<file path="src/rtl/adc_scan_pkg.sv">
// Shared types and elaboration helpers for the multi-channel ADC scan controller.
package adc_scan_pkg;

  typedef enum logic [2:0] {
    ST_IDLE     = 3'd0,
    ST_SELECT   = 3'd1,
    ST_SHIFT    = 3'd2,
    ST_UPDATE   = 3'd3,
    ST_DESELECT = 3'd4
  } scan_state_t;

  // Channel index width; a two-channel scan still needs one bit.
  function automatic int ch_width(input int n_ch);
    return (n_ch <= 2) ? 1 : $clog2(n_ch);
  endfunction

  // A frame must carry the start bit, the channel field and the full result.
  function automatic bit frame_fits(input int frame_w, input int ch_w, input int data_w);
    return frame_w >= (1 + ch_w + data_w);
  endfunction

endpackage

</file>
<file path="src/rtl/spi_frame_engine.sv">
// One SPI mode-0 frame: drives cs_n/sck/mosi for a channel command and
// shifts the DATA_W-bit result in from miso. Strobes done in the cycle
// before the final sck fall, so cs_n rises on the same edge the parent
// leaves SHIFT.
module spi_frame_engine
  import adc_scan_pkg::*;
#(
  parameter int FRAME_W = 16,
  parameter int DATA_W  = 12,
  parameter int SCK_DIV = 4,
  parameter int CH_W    = 2
) (
  input  logic              clk,
  input  logic              reset,
  input  logic              go,
  input  logic [CH_W-1:0]   ch,
  input  logic              miso,
  output logic              cs_n,
  output logic              sck,
  output logic              mosi,
  output logic              done,
  output logic [DATA_W-1:0] data
);

  localparam int DIV_W = $clog2(SCK_DIV);
  localparam int HP_W  = $clog2(2 * FRAME_W);
  localparam logic [DIV_W-1:0] DIV_LOAD  = DIV_W'(SCK_DIV - 1);
  localparam logic [HP_W-1:0]  HP_LAST   = HP_W'(2 * FRAME_W - 1);
  localparam logic [HP_W-2:0]  FIRST_IDX = (HP_W - 1)'(FRAME_W - DATA_W);

  logic               active;
  logic [DIV_W-1:0]   div_cnt;
  logic [HP_W-1:0]    hp_cnt;
  logic [HP_W-2:0]    bit_idx;
  logic [FRAME_W-1:0] cmd_sr;
  logic [FRAME_W-1:0] frame;
  logic               tick;

  assign bit_idx = hp_cnt[HP_W-1:1];
  assign tick    = active && (div_cnt == '0);
  assign done    = tick && (hp_cnt == HP_LAST);

  // Command word: start bit first, then the channel MSB first, rest zero.
  always_comb begin
    frame    = '0;
    frame[0] = 1'b1;
    for (int b = 0; b < CH_W; b++) begin
      frame[1 + b] = ch[CH_W - 1 - b];
    end
  end

  // Half-period down-counter; each terminal count toggles sck.
  always_ff @(posedge clk) begin
    if (reset) begin
      active  <= 1'b0;
      cs_n    <= 1'b1;
      sck     <= 1'b0;
      mosi    <= 1'b0;
      div_cnt <= '0;
      hp_cnt  <= '0;
      cmd_sr  <= '0;
      data    <= '0;
    end else if (!active) begin
      if (go) begin
        active  <= 1'b1;
        cs_n    <= 1'b0;
        sck     <= 1'b0;
        mosi    <= frame[0];
        cmd_sr  <= frame;
        div_cnt <= DIV_LOAD;
        hp_cnt  <= '0;
      end
    end else if (!tick) begin
      div_cnt <= div_cnt - 1'b1;
    end else begin
      div_cnt <= DIV_LOAD;
      hp_cnt  <= hp_cnt + 1'b1;
      if (!hp_cnt[0]) begin
        sck <= 1'b1;
        if (bit_idx >= FIRST_IDX) begin
          data <= {data[DATA_W-2:0], miso};
        end
      end else begin
        sck    <= 1'b0;
        cmd_sr <= cmd_sr >> 1;
        mosi   <= cmd_sr[1];
        if (done) begin
          active <= 1'b0;
          cs_n   <= 1'b1;
          mosi   <= 1'b0;
        end
      end
    end
  end

endmodule

</file>
<file path="src/rtl/adc_scan_controller.sv">
// Scans N_CH channels of a multiplexed SPI ADC, publishes each sample with
// its channel and keeps a hysteretic above-threshold flag per channel.
//
// state    | meaning
// IDLE     | waiting for start; cs_n high
// SELECT   | launch frame; cs_n falls on the next edge, first half-period follows
// SHIFT    | frame engine clocking command out and result in
// UPDATE   | cs_n already high; publish sample, update flag, pick next channel
// DESELECT | extra cs_n high time so the next fall is SCK_DIV after the rise
module adc_scan_controller
  import adc_scan_pkg::*;
#(
  parameter int N_CH    = 4,
  parameter int DATA_W  = 12,
  parameter int FRAME_W = 16,
  parameter int SCK_DIV = 4,
  localparam int CH_W   = ch_width(N_CH)
) (
  input  logic              clk,
  input  logic              reset,
  input  logic              start,
  input  logic              continuous,
  input  logic [DATA_W-1:0] threshold,
  input  logic [DATA_W-1:0] hyst,
  input  logic              miso,
  output logic              cs_n,
  output logic              sck,
  output logic              mosi,
  output logic              busy,
  output logic              sample_valid,
  output logic [DATA_W-1:0] sample_data,
  output logic [CH_W-1:0]   sample_ch,
  output logic [N_CH-1:0]   above
);

  if (!frame_fits(FRAME_W, CH_W, DATA_W) || SCK_DIV < 2 || N_CH < 2 || N_CH > 16) begin : g_bad_cfg
    $error("adc_scan_controller: illegal N_CH/FRAME_W/SCK_DIV combination");
  end

  // UPDATE and SELECT already provide two of the SCK_DIV high cycles.
  localparam bit HAS_GAP = (SCK_DIV > 2);
  localparam int GAP_W   = $clog2(SCK_DIV);
  localparam logic [GAP_W-1:0] GAP_LOAD = GAP_W'(HAS_GAP ? SCK_DIV - 3 : 0);

  scan_state_t       state, state_nxt;
  logic              go;
  logic              frame_done;
  logic [DATA_W-1:0] frame_data;
  logic [CH_W-1:0]   ch_cnt;
  logic [GAP_W-1:0]  gap_cnt;
  logic              last_ch;
  logic [DATA_W:0]   set_sum, clr_diff, set_lvl, samp_ext;
  logic              flag_nxt;

  assign last_ch = (ch_cnt == CH_W'(N_CH - 1));
  assign busy    = (state != ST_IDLE);

  spi_frame_engine #(
    .FRAME_W (FRAME_W),
    .DATA_W  (DATA_W),
    .SCK_DIV (SCK_DIV),
    .CH_W    (CH_W)
  ) u_frame (
    .clk   (clk),
    .reset (reset),
    .go    (go),
    .ch    (ch_cnt),
    .miso  (miso),
    .cs_n  (cs_n),
    .sck   (sck),
    .mosi  (mosi),
    .done  (frame_done),
    .data  (frame_data)
  );

  // State register.
  always_ff @(posedge clk) begin
    if (reset) state <= ST_IDLE;
    else       state <= state_nxt;
  end

  // Next-state decode and frame launch.
  always_comb begin
    state_nxt = state;
    go        = 1'b0;
    case (state)
      ST_IDLE:     if (start) state_nxt = ST_SELECT;
      ST_SELECT: begin
        go        = 1'b1;
        state_nxt = ST_SHIFT;
      end
      ST_SHIFT:    if (frame_done) state_nxt = ST_UPDATE;
      ST_UPDATE: begin
        if (last_ch && !continuous) state_nxt = ST_IDLE;
        else if (HAS_GAP)           state_nxt = ST_DESELECT;
        else                        state_nxt = ST_SELECT;
      end
      ST_DESELECT: if (gap_cnt == '0) state_nxt = ST_SELECT;
      default:     state_nxt = ST_IDLE;
    endcase
  end

  // Hysteresis levels in DATA_W+1 bits: set saturates, clear floors at zero
  // (a floored clear level can never be undercut, so the flag then only sets).
  always_comb begin
    set_sum  = {1'b0, threshold} + {1'b0, hyst};
    clr_diff = {1'b0, threshold} - {1'b0, hyst};
    set_lvl  = set_sum[DATA_W] ? {1'b0, {DATA_W{1'b1}}} : set_sum;
    samp_ext = {1'b0, frame_data};
    flag_nxt = above[ch_cnt];
    if (samp_ext >= set_lvl)                         flag_nxt = 1'b1;
    else if (!clr_diff[DATA_W] && samp_ext < clr_diff) flag_nxt = 1'b0;
  end

  // Sample publication, flag registers, channel sequencing and cs_n gap timer.
  always_ff @(posedge clk) begin
    if (reset) begin
      sample_valid <= 1'b0;
      sample_data  <= '0;
      sample_ch    <= '0;
      above        <= '0;
      ch_cnt       <= '0;
      gap_cnt      <= '0;
    end else begin
      sample_valid <= 1'b0;
      case (state)
        ST_UPDATE: begin
          sample_valid  <= 1'b1;
          sample_data   <= frame_data;
          sample_ch     <= ch_cnt;
          above[ch_cnt] <= flag_nxt;
          ch_cnt        <= last_ch ? '0 : ch_cnt + 1'b1;
          gap_cnt       <= GAP_LOAD;
        end
        ST_DESELECT: if (gap_cnt != '0) gap_cnt <= gap_cnt - 1'b1;
        default: ;
      endcase
    end
  end

endmodule

</file>
<file path="config.mk">
export PLATFORM = sky130hd
export DESIGN_NAME = adc_scan_controller
export DESIGN_NICKNAME = d
export VERILOG_FILES = /design/src/rtl/adc_scan_pkg.sv /design/src/rtl/spi_frame_engine.sv /design/src/rtl/adc_scan_controller.sv
export SDC_FILE = /design/constraint.sdc
export NUM_CORES = 1
export LEC_CHECK = 0
export CAP_MARGIN = 20
export CORE_ASPECT_RATIO = 0.6
export CORE_MARGIN = 2
export CORE_UTILIZATION = 55
export CTS_BUF_LIST = sky130_fd_sc_hd__clkbuf_4
export CTS_CLUSTER_DIAMETER = 120
export CTS_CLUSTER_SIZE = 14
export DETAILED_ROUTE_END_ITERATION = 7
export DONT_BUFFER_PORTS = 1
export PLACE_DENSITY = 0.7
export SLEW_MARGIN = 20
export SYNTH_ARGS = -nofsm -noshare
export SYNTH_HDL_FRONTEND = slang
export SYNTH_SLANG_ARGS = --single-unit
</file>
<file path="constraint.sdc">
create_clock -name clk -period 5 [get_ports clk]
set_input_delay 0.75 -clock clk [delete_from_list [all_inputs] [get_ports clk]]
set_output_delay 0.75 -clock clk [all_outputs]
set_load 0.005 [all_outputs]
</file>
==> run summary <==
The post-layout net count is 541. The highest-delay cell along the critical path is sky130_fd_sc_hd__a2111oi_2. The post-route antenna net violation count is 0. The number of clock buffers inserted by TritonCTS came out at 5.

Averaged over all synthesized cells, the footprint is 8.04 um2. The net switching component of the power is 0.277 mW. The vertical extent of the die is 68.1 um. The number of primary I/O pins came out at 52. The worst hold path startpoint is reset. The starting utilization of the core area is 0.567. The number of cells on the worst reg-to-reg path is 8. The leakage power summed over all cells came out at 1.62 nW. The area of all placed cells without fillers came out at 3870 um2. The worst register-to-register path begins at u_frame.data[0]. The number of enable-type register cells in the synthesized netlist came out at 0. The overall fraction of global-route tracks in use is 0.214.

The fraction of final layout cells with drive strength greater than 1 came out at 0.0504. The initial antenna violation count is 1. The net switching fraction of the power came out at 0.308. Dividing the final minimum period by the clock period gives 0.790. Counting stages on the worst path, the most repeated cell is sky130_fd_sc_hd__ha_1. Across all register-to-register paths, the minimum setup slack is 2.86 ns. The pre-CTS worst setup slack came out at 0.696 ns. The worst register-to-register path ends at above[3]. The synthesized netlist contains 51 unique library cells.

The max-slew violation count is 0. The growth of design area from synthesis to finish is 2.55%. The utilization after layout is 0.582. The sequential cell area fraction in the yosys report came out at 0.265.

Setup repair after global routing left no endpoint under its margin. The internal portion of total power came out at 0.622 mW. The required time of the critical path came out at 5.28 ns. Clock-pin slew was measured on the worst setup and hold paths at 0.15 ns. Setup violations remaining at the end of the flow were counted as 0. The power share of the combinational group is 0.261. The placed wire-length estimate after detailed placement came out at 6200 um. The number of synthesized register bits is 50. The count of placed standard cells including taps is 535. The flow ran to the end, and the final reports show no timing, DRC or antenna violations. The H-tree depth is 2.

At the later pin of the worst-skew pair, clock insertion delay measures 0.38 ns. Counting every sink on the clock net gives 50. The cell family contributing the most delay on the critical path is compound AO/OA/AOI/OAI gates. The total grt overflow came out at 0. After detailed routing, the number of remaining DRC violations is 0.

The count of endpoints failing hold in the final timing report came out at 0. The routed length per placed instance is 14.5 um. Data arrives at the worst endpoint at 4.23 ns.

For this run, the number of standard cells in the final layout without fillers is 544. The tree is rooted in a sky130_fd_sc_hd__clkbuf_4. The critical path buffer and inverter count came out at 0. The transition time at the pin with the least slew margin came out at 0.708 ns. The number of nets produced by synthesis came out at 555.

The maximum VDD drop is 0.000146 V. The peak per-stage delay on the critical path came out at 0.57 ns. The relative slew slack came out at 0.522. The area of the mapped netlist is 3770 um2. The number of detailed-routing iterations run before antenna repair came out at 4. The number of port buffers came out at 0.

Of the total power, the clock network draws 0.272. The via count of the first global-routing pass was 2792. The number of cells on the worst hold path is 1. The part of the total power dissipated in sequential elements came out at 0.467. The die span in x is 111 um.

The path class of the tightest hold or removal check is in -> reg. The clock tree from TritonCTS is done. Among all flip-flop cells after synthesis, the most frequent one is sky130_fd_sc_hd__dfxtp_1. STA classifies the critical path startpoint as an input port. After routing, the total negative slack on setup checks comes to 0 ns. Yosys printed 0 warnings.

The total die area came out at 7560 um2. The post-cts gate resize count came out at 0. The kind of critical path is in -> reg.

The hold path endpoint is ch_cnt[1]. The worst clock skew came out at 0.0217 ns. The tool flagged a number of max-cap violations equal to 0. The row count came out at 23. The count of routing violations after the opening detailed-route iteration came out at 165.

The cell count after synthesis is 469. STA classifies the critical path endpoint as a flop. The fmax came out at 253 MHz. The routed design has 7910 um of wire. Traced cell by cell, the critical path runs through ha_1, fa_1, nor2b_1, o21ai_1, nand3_1, a221oi_1, nand4_1, o21ai_0, ha_1, a22oi_1, nand2_1, a2111oi_2, nor3_1, a31oi_1, o41ai_1.

The via count of the routed design is 3153. After detailed routing, the number of vias per cell comes to 5.80. The total core area came out at 6650 um2. The worst setup slack after layout came out at 1.05 ns. The placed instances occupy a cell area of 3780 um2. Routability-driven placement finished with a final weighted congestion of 0.837. The quantity of hold-fixing buffers added after cts came out at 0. The fraction of registers with async set/reset came out at 0.

The power density over cell area is 232 nW/um2. The top cell types in the final layout, fill and taps aside, are 55 x sky130_fd_sc_hd__ha_1, 52 x sky130_fd_sc_hd__nor2_1, 50 x sky130_fd_sc_hd__dfxtp_1. The maximum fanout encountered on the critical timing path is 4. The maximum number of pins on one net before global-route repair came out at 50.

The shortest clock period the worst path allows after layout is 3.95 ns. The most common library cell in the layout ignoring fill and taps is sky130_fd_sc_hd__ha_1. The first-pass GRT wire length came out at 13200 um.

The number of setup buffers added after CTS is 0. The deepest clock path buffer count is 2.
## layer usage
| metal | routed length [um] | GRT usage | share of wire |
|---|---|---|---|
| met5 | 0 | 0 | 0 |
| met4 | 36 | 0.0281 | 0.0046 |
| met3 | 539 | 0.0558 | 0.068 |
| met2 | 3070 | 0.319 | 0.39 |
| met1 | 4260 | 0.318 | 0.54 |
## area by class of cell
class	instances	area, um2
Fill cell	616	2780
Inverter	36	135
Multi-Input combinational cell	360	2520
Clock buffer	7	52.6
Tap cell	87	109
Sequential cell	50	1000
Clock inverter	1	30.0
Antenna cell	1	2.50
Timing Repair Buffer	2	15.0
## power by group through the flow
| stage | sequential, mW | combinational [mW] | clock, mW |
|---|---|---|---|
| 6_report | 0.420 | 0.234 | 0.244 |
| 5_1_grt | 0.422 | 0.264 | 0.268 |
| 4_1_cts | 0.419 | 0.233 | 0.252 |
| 3_5_place_dp | 0.428 | 0.231 | 0 |
| 3_3_place_gp | 0.428 | 0.226 | 0 |
| 2_1_floorplan | 0.421 | 0.199 | 0 |
## Yosys cell counts (all sizes together) (3+ instances only)
cell / count / area, um2
ha: 55 / 688
nor2: 52 / 195
dfxtp: 50 / 1000
nand2: 49 / 184
a21oi: 42 / 221
inv: 36 / 135
o21ai: 20 / 100
nor3: 16 / 80.1
mux2i: 15 / 150
clkbuf: 12 / 45.0
buf: 11 / 67.6
xnor2: 11 / 96.3
a31oi: 9 / 56.3
nor2b: 9 / 63.8
nand2b: 6 / 37.5
nand3: 6 / 30.0
o41ai: 6 / 71.3
xor2: 6 / 52.6
a211oi: 5 / 37.5
a22oi: 5 / 37.5
a21o: 4 / 30.0
and3: 4 / 25.0
o2111ai: 4 / 41.3
a2111oi: 3 / 38.8
mux2: 3 / 33.8
nand4: 3 / 18.8
o211ai: 3 / 22.5
## kinds of logic (layout without fill, tap and decap cells)
family          Yosys count  in the layout  synth area share
flops                    50             50             0.265
other cells               0              1                 0
fa+ha+maj                57             57             0.193
mux                      18             18            0.0488
compound gates          114            114             0.202
simple gates            154            154             0.185
xor+xnor                 17             17            0.0395
buf+inv                  59             46            0.0657
## flip-flops by register name, summed over array words and instances, names as in the netlist, 2 cells and up
signal / count
sample_ch: 2
u_frame.cmd_sr: 2
u_frame.hp_cnt: 5
state: 3
above: 4
sample_data: 12
gap_cnt: 2
ch_cnt: 2
u_frame.div_cnt: 2
u_frame.data: 12
## worst register-to-register path, delay by kind of cell (launching register included)
kind	cells	cell delay, ns
AOI/OAI and AO/OA	4	0.99
buffers and inverters	1	0.06
adders and majority gates	1	0.28
DFF	1	0.41
and+or+nand+nor	2	0.29
## how the worst max path moves through the flow
stage / from / end / slack [ns] / cells past startpoint
2_1_floorplan: threshold[0] / above[3] / 1.28 / 15
3_3_place_gp: threshold[0] / above[3] / 0.80 / 15
3_5_place_dp: threshold[0] / above[3] / 0.70 / 15
4_1_cts: threshold[0] / above[3] / 1.10 / 15
5_1_grt: hyst[5] / above[2] / 0.72 / 15
6_report: threshold[0] / above[3] / 1.05 / 15
## per-stage QoR
stage	power, mW	hold WS (ns)
floorplan	0.621	0.438
global placement	0.654	0.446
detailed placement	0.659	0.456
CTS	0.903	0.399
global route	0.954	0.378
finish	0.898	0.419
Note: power is estimated with default switching activity, not from simulation.
